### src/rtl/serial_adder_pkg.sv
// Shared types for the serial adder: FSM state encoding and counter sizing.
package serial_adder_pkg;

   localparam int unsigned STATE_W = 2;

   typedef enum logic [STATE_W-1:0] {
      IDLE = STATE_W'(0),
      RUN  = STATE_W'(1),
      DONE = STATE_W'(2)
   } state_t;

   // Digit counter width: clog2 of the slice count, never below one bit.
   function automatic int unsigned cnt_width(input int unsigned n);
      return (n > 1) ? $clog2(n) : 1;
   endfunction

endpackage

### src/rtl/serial_adder_full_adder_cell.sv
// One-bit full adder; chained DIGIT times to form the per-cycle ripple slice.
//   a, b, cin : addend bits and carry-in
//   s, co     : sum bit and carry-out
module full_adder_cell (
   input  logic a,
   input  logic b,
   input  logic cin,
   output logic s,
   output logic co
);

   assign s  = a ^ b ^ cin;
   assign co = (a & b) | (cin & (a ^ b));

endmodule

### src/rtl/serial_adder.sv
// Digit-serial adder: latches a, b, cin and adds DIGIT bits per clock, LSB first.
// Optional feature macro: SERIAL_ADDER_OVF_EN adds the signed-overflow output ovf.
//   clk, rst_n          : clock, asynchronous active-low reset
//   in_valid / in_ready : operand handshake (ready only when idle)
//   a, b, cin           : operands and carry-in
//   out_valid/out_ready : result handshake (result held until accepted)
//   sum, cout           : a + b + cin modulo 2^WIDTH, carry out of the top bit
//   ovf                 : carry into top bit XOR cout (SERIAL_ADDER_OVF_EN only)
module serial_adder
   import serial_adder_pkg::*;
#(
   parameter int unsigned WIDTH = 8,
   parameter int unsigned DIGIT = 1
) (
   input  logic             clk,
   input  logic             rst_n,
   input  logic             in_valid,
   output logic             in_ready,
   input  logic [WIDTH-1:0] a,
   input  logic [WIDTH-1:0] b,
   input  logic             cin,
   output logic             out_valid,
   input  logic             out_ready,
   output logic [WIDTH-1:0] sum,
   output logic             cout
`ifdef SERIAL_ADDER_OVF_EN
   ,
   output logic             ovf
`endif
);

   localparam int unsigned NSLICE = WIDTH / DIGIT;
   localparam int unsigned CNT_W  = cnt_width(NSLICE);
   localparam logic [CNT_W-1:0] LAST = CNT_W'(NSLICE - 1);

   // Reject configurations that cannot be split into whole slices.
   generate
      if (WIDTH < 2 || DIGIT == 0 || (WIDTH % DIGIT) != 0) begin : g_bad_cfg
         $error("serial_adder: WIDTH must be >= 2 and a multiple of DIGIT");
      end
   endgenerate

   state_t             state_q, state_d;
   logic [WIDTH-1:0]   a_q, b_q;
   logic [WIDTH-1:0]   sum_d;
   logic [CNT_W-1:0]   cnt_q;
   logic               carry_q;
   logic [DIGIT-1:0]   a_sl, b_sl, s_sl;
   logic [DIGIT:0]     c;

   // Select the current operand slice and merge the new sum slice in place.
   always_comb begin
      a_sl  = '0;
      b_sl  = '0;
      sum_d = sum;
      for (int unsigned i = 0; i < NSLICE; i++) begin
         if (cnt_q == CNT_W'(i)) begin
            a_sl                     = a_q[i*DIGIT +: DIGIT];
            b_sl                     = b_q[i*DIGIT +: DIGIT];
            sum_d[i*DIGIT +: DIGIT]  = s_sl;
         end
      end
   end

   // Ripple chain for one slice, seeded by the carry stored from the previous slice.
   assign c[0] = carry_q;
   for (genvar k = 0; k < DIGIT; k++) begin : g_cell
      full_adder_cell u_fa (
         .a   (a_sl[k]),
         .b   (b_sl[k]),
         .cin (c[k]),
         .s   (s_sl[k]),
         .co  (c[k+1])
      );
   end

   // FSM state register.
   always_ff @(posedge clk or negedge rst_n) begin
      if (!rst_n) state_q <= IDLE;
      else        state_q <= state_d;
   end

   // FSM next-state logic.
   always_comb begin
      state_d = state_q;
      case (state_q)
         IDLE:    if (in_valid)       state_d = RUN;
         RUN:     if (cnt_q == LAST)  state_d = DONE;
         DONE:    if (out_ready)      state_d = IDLE;
         default:                     state_d = IDLE;
      endcase
   end

   // Datapath and registered handshake flags (decoded from the next state).
   always_ff @(posedge clk or negedge rst_n) begin
      if (!rst_n) begin
         a_q       <= '0;
         b_q       <= '0;
         carry_q   <= 1'b0;
         cnt_q     <= '0;
         sum       <= '0;
         cout      <= 1'b0;
         in_ready  <= 1'b1;
         out_valid <= 1'b0;
`ifdef SERIAL_ADDER_OVF_EN
         ovf       <= 1'b0;
`endif
      end else begin
         in_ready  <= (state_d == IDLE);
         out_valid <= (state_d == DONE);
         case (state_q)
            IDLE: begin
               if (in_valid) begin
                  a_q     <= a;
                  b_q     <= b;
                  carry_q <= cin;
                  cnt_q   <= '0;
               end
            end
            RUN: begin
               sum     <= sum_d;
               carry_q <= c[DIGIT];
               cnt_q   <= cnt_q + 1'b1;
               if (cnt_q == LAST) begin
                  cout <= c[DIGIT];
`ifdef SERIAL_ADDER_OVF_EN
                  // Top cell of the last slice: carry into bit WIDTH-1 vs carry out.
                  ovf  <= c[DIGIT-1] ^ c[DIGIT];
`endif
               end
            end
            default: ;
         endcase
      end
   end

endmodule

### config.mk
export PLATFORM = sky130hd
export DESIGN_NAME = serial_adder
export DESIGN_NICKNAME = d
export VERILOG_FILES = /design/src/rtl/serial_adder_pkg.sv /design/src/rtl/serial_adder_full_adder_cell.sv /design/src/rtl/serial_adder.sv
export SDC_FILE = /design/constraint.sdc
export NUM_CORES = 1
export LEC_CHECK = 0
export CAP_MARGIN = 25
export CORE_ASPECT_RATIO = 0.7
export CORE_UTILIZATION = 50
export DETAILED_ROUTE_END_ITERATION = 7
export HOLD_SLACK_MARGIN = 0.08
export MAX_ROUTING_LAYER = met4
export PLACE_DENSITY = 0.78
export SLEW_MARGIN = 20
export SYNTH_ARGS = -nofsm -noshare
export SYNTH_HDL_FRONTEND = slang
export SYNTH_SLANG_ARGS = --single-unit
### constraint.sdc
create_clock -name clk -period 2.5 [get_ports clk]
set_input_delay 0.25 -clock clk [delete_from_list [all_inputs] [get_ports clk]]
set_output_delay 0.25 -clock clk [all_outputs]
set_load 0.05 [all_outputs]
After elaboration in Yosys (flattened, before gate mapping):

Cells that the tools add are included.

* logic and storage cells: 71
* register bits after elaboration: 33
* input port bits: 21
* output and inout port bits: 11

* equality and inequality tests: 11
* reductions and logical operators: 14
* bitwise logic cells: 5
* add/sub/neg operators: 1
* mux-type cells: 24

Operators with widths (count)
* 2-bit AND reduction: 10
* 1-bit 2-to-1 mux: 17
* 3-bit equality test, second input constant: 4
* 3-bit by 2-bit equality test with 1-bit output, second input constant: 2
* 2-bit 2-to-1 mux: 3
* 2-bit case mux with 3 select lines: 1
* 3-bit case mux with 2 select lines: 1
* 2-bit equality test, second input constant: 2
* 2-bit zero test: 2
* 3-bit by 1-bit adder with 3-bit output, second input constant: 1
* 3-bit by 1-bit equality test with 1-bit output, second input constant: 1
* 3-bit zero test: 1
* 3-bit 2-to-1 mux: 1
* 1-bit AND: 2
* 2-bit by 1-bit equality test with 1-bit output, second input constant: 1
* 2-bit inequality test, second input constant: 1
* 1-bit case mux with 2 select lines: 1
* 2-bit nonzero test: 1
* 1-bit XOR: 2
* 1-bit OR: 1

Longest topological paths before layout:

* word-level depth: 13
* depth in mapped cells: 10
* depth with buffers taken out: 9

Modules after synthesis:

From an unflattened synthesis, not the netlist that was laid out.

* cell total of the unflattened synthesis: 127
* area, all modules: 1617.8 µm²

Modules (own cells, without submodules)
* serial_adder: sequential area each 827.0 µm², instances 1, area an instance 1597.8 µm², cells each 126
* full_adder_cell: sequential area each 0.0 µm², instances 1, area an instance 20.0 µm², cells each 1

Least setup slack after synthesis:

No wires, ideal clock.

* path type: register -> register
* start: reg cnt_q[0]
* end: reg sum[2]
* required time: 2.417 ns
* library setup time: 0.083 ns
* clock period less this slack: 2.311 ns
* stages on the path, launching flop included: 10
* slack: 0.189 ns
* arrival time: 2.228 ns
* cells stage by stage: dfrtp_1 > inv_1 > ha_1 > buf_6 > a22o_1 > or3_1 > a32o_1 > a22oi_2 > fa_1 > o21ai_0

* word-level cells in the longest chain between the ends: 11
* elaborated cells between the ends (all ways): 27

RTL lines
* start: declaration: RTL line serial_adder.sv:46 `logic [CNT_W-1:0] cnt_q;`
* start signal: assignment: RTL line serial_adder.sv:123 `cnt_q <= cnt_q + 1'b1;`
* 3-bit zero test: RTL line serial_adder.sv:57 `if (cnt_q == CNT_W'(i)) begin`
* 1-bit 2-to-1 mux (8 in a row): RTL line serial_adder.sv:57
* 1-bit XOR (2 in a row): RTL line serial_adder_full_adder_cell.sv:12 `assign s = a ^ b ^ cin;`
* end signal: assignment: RTL line serial_adder.sv:121 `sum <= sum_d;`
* end: declaration: RTL line serial_adder.sv:24 `output logic [WIDTH-1:0] sum,`

Parallel ways exist; a longest one is shown, timed or not.
A chain may end at the register's enable or synchronous reset.

Worst setup path after layout:

* start: reg cnt_q[1]
* end: reg sum[3]

Same word-level chain as after synthesis.

==> out/qor.txt <==
=================================================================================
Status                                                                  completed
Leakage power summed over all cells                                      0.908 nW
Number of max-slew violations in the final report                               0
Reported max-cap violation count                                                0
Final worst path period share                                               97.7%
Area Overhead vs Synth                                                      31.7%
Final estimated routing congestion in global placement                      0.852
Unrepaired setup endpoints after global routing                              true
Startpoint type of the worst setup path                                      flop
Chip Width                                                                69.6 um
Max H-tree Level                                                                2
Length of the first detailed-routing pass in iterations                         4
Clock tree from TritonCTS                                                    done
P_int                                                                     1.77 mW
Maximum number of buffers from clock root to sink                               2
Met3 routed WL                                                             288 um
Reported net switching power                                              1.35 mW
Met1 wire length                                                          1610 um
CORE AREA                                                               2920 um^2
Number of cells on the worst reg-to-reg path                                    8
Number of buffer cells added on primary ports                                  31
Post-DP Area                                                            1940 um^2
Max Fclk                                                                0.410 GHz
TritonCTS buffer count                                                          5
Total instance count after detailed placement                                 211
Initial core utilization                                                    54.8%
Via Count                                                                    1260
Crit path arrival time                                                    2.65 ns
Number of inserted diodes                                                       0
Min-Delay Path Class                                                     in2async
Synthesized netlist net count                                                 174
Finished Core Util                                                          72.2%
Starting DRT DRC Count                                                         74
Antenna Violating Nets Remaining                                                0
Worst vdd ir                                                               751 uV
Seq cells post-synth                                                           33
Highest metal layer with signal wires                                        met4
Die Y                                                                     49.4 um
Total of fill cells in the finished design                                    191
Launching point of the worst reg2reg path                            cnt_q[1]$_DFFE_PN0P_
Hold buffers post-CTS                                                           0
Number of different library cells in the post-synthesis netlist                35
Crit path launch                                                     cnt_q[1]$_DFFE_PN0P_
Fraction of layout cells with a size suffix above 1                         22.3%
Fraction of synthesis flops using an asynchronous set or reset pin           100%
Final Hold Viols                                                                0
Time the final worst path needs with I/O delays and setup                 2.44 ns
Buffer cell driving the clock tree root                              sky130_fd_sc_hd__clkbuf_8
Met2 Wirelength                                                           1610 um
Worst Tran Pin Value                                                     0.567 ns
Sequential fraction of design power                                         31.4%
Switching portion of total power                                            43.2%
Final global-route overflow total                                               0
Part of the total power dissipated in the clock network                     12.2%
Final-stage net count                                                         215
Number of global-route vias before repair                                    1219
Final setup violating endpoints                                                 0
Detailed-placement wirelength estimate                                    2390 um
Worst Setup Path Type                                                     reg2reg
Cell area after synthesis                                               1600 um^2
Required time reported for the critical path endpoint                     2.71 ns
Number of enable-type register cells in the synthesized netlist                 0
Final standard cell count with taps included and fillers excluded             224
Yosys warns                                                                     0
Largest driver fanout on the critical path                                      8
Kind of end point of the critical path                                       flop
Mean post-synth cell area                                               11.0 um^2
Number of antenna violations at the first check in global routing               0
Gr usage total                                                              23.5%
Max-slew headroom                                                           62.1%
Prevailing post-synth register cell                                  sky130_fd_sc_hd__dfrtp_1
Clock Skews                                                            0.00181 ns
Combinational cell fraction of total power                                  56.4%
Post-detailed-route via-to-cell ratio                                        5.63
Area of the die                                                         3440 um^2
Post-synthesis instance total                                                 146
Global-route wire length before repair                                    5870 um
Final non-filler cell area                                              2110 um^2
Worst skew pair latency                                                   0.29 ns
Clock transition at path regs                                             0.06 ns
Largest net degree at the start of global routing                              34
Clock sink count                                                               33
Detailed-route DRC error count                                                  0
Power per unit of standard cell area                                 1480 nW/um^2
Standard-cell row count                                                        16
Share of the yosys chip area belonging to registers                         51.6%
Wire length per cell                                                      16.2 um
Total routed wirelength                                                   3620 um
Ports                                                                          32
=================================================================================
[synthesized netlist by cell type, drive strengths merged, types with 3 or more instances]
library cell / instances / area (um^2)
dfrtp: 32 / 801
nand2: 22 / 82.6
mux2: 15 / 169
o21ai: 12 / 60.1
inv: 8 / 30.0
buf: 7 / 56.3
ha: 6 / 75.1
nor2: 6 / 22.5
a21oi: 5 / 25.0
nand2b: 3 / 18.8
nand3: 3 / 15.0
o31ai: 3 / 22.5
[routing by layer]
layer  track usage, %  up-vias
li1                 -      585
met1             30.4      599
met2             33.5       62
met3             9.30       14
met4             9.00        0
met5                -        -
[layout make-up]
class	count	area (um^2)	share of cell area, %
clock buffer	8	80.1	3.80
multi-input combinational	98	742	35.2
inverter	8	30.0	1.42
tap	36	45.0	2.14
timing repair buffer	41	385	18.3
sequential	33	827	39.2
[through the flow]
| stage | setup slack, ns | total power, mW | setup TNS [ns] | hold slack, ns |
|---|---|---|---|---|
| final | 0.0587 | 3.12 | 0 | 0.366 |
| after global routing | -0.0401 | 3.32 | -0.149 | 0.412 |
| after CTS | 0.00381 | 2.93 | 0 | 0.395 |
| after detailed placement | -0.0602 | 2.51 | -0.199 | 0.477 |
| after global placement | 0.0386 | 2.44 | 0 | 0.466 |
| after floorplan | 0.189 | 2.09 | 0 | -0.0456 |
[power groups by stage]
stage / clock network, mW / registers (mW) / logic, mW
after floorplan: 0 / 1.19 / 0.905
after global placement: 0 / 0.959 / 1.48
after detailed placement: 0 / 0.978 / 1.53
after CTS: 0.381 / 0.972 / 1.58
after global routing: 0.405 / 1.02 / 1.90
final: 0.379 / 0.979 / 1.76
[path summary, 6_finish.rpt]
path	endpoint	slack [ns]
worst max-delay path	sum[3]$_DFFE_PN0P_	0.06
worst min-delay path	a_q[0]$_DFFE_PN0P_	0.37
worst max register to register	sum[3]$_DFFE_PN0P_	0.06
worst min register to register	cout$_DFFE_PN0P_	0.50
max in group asynchronous	in_ready$_DFF_PN1_	1.80
min in group clk	cout$_DFFE_PN0P_	0.50
[worst max-delay path, cell delays in order, from the launching register on]
cell	delay, ns
sky130_fd_sc_hd__dfrtp_1	0.42
sky130_fd_sc_hd__inv_2	0.09
sky130_fd_sc_hd__ha_4	0.19
sky130_fd_sc_hd__a22o_1	0.20
sky130_fd_sc_hd__or3_1	0.30
sky130_fd_sc_hd__a32o_1	0.22
sky130_fd_sc_hd__a22oi_2	0.20
sky130_fd_sc_hd__fa_2	0.53
sky130_fd_sc_hd__o21ai_1	0.19
[cells by family (layout without fill, tap and decap cells)]
kind of cell | count (synthesis) | after routing | synth area share (%)
compound gates | 33 | 33 | 13.5
fa+ha+maj | 7 | 7 | 5.94
simple gates | 41 | 41 | 11.7
buf+inv | 15 | 57 | 5.39
mux | 17 | 17 | 11.8
flops | 33 | 33 | 51.6
[sequential cells by signal (all words and copies together) (netlist names)]
name / count
a_q: 8
in_ready: 1
out_valid: 1
cnt_q: 3
cout: 1
sum: 8
carry_q: 1
b_q: 8
state_q: 2
[cell usage in the layout (no fill, tap or decap), drive strengths merged, types with 2 or more instances in the layout]
| cell | count |
|---|---|
| dfrtp | 32 |
| clkdlybuf4s50 | 31 |
| nand2 | 22 |
| mux2 | 15 |
| o21ai | 12 |
| buf | 10 |
| inv | 8 |
| clkbuf | 8 |
| nor2 | 6 |
| ha | 6 |
| a21oi | 5 |
| nand2b | 3 |
| nand3 | 3 |
| o31ai | 3 |
| a22o | 2 |
| o22ai | 2 |
| mux2i | 2 |
| a22oi | 2 |
| nor3b | 2 |
[timing repair]
action | in CTS | in global routing
endpoints found under the setup margin | 8 | 8
buffers inserted | 0 | 5
pin swaps | 0 | 4
resized for setup | 4 | 14
Note: power is estimated with default switching activity, not from simulation.
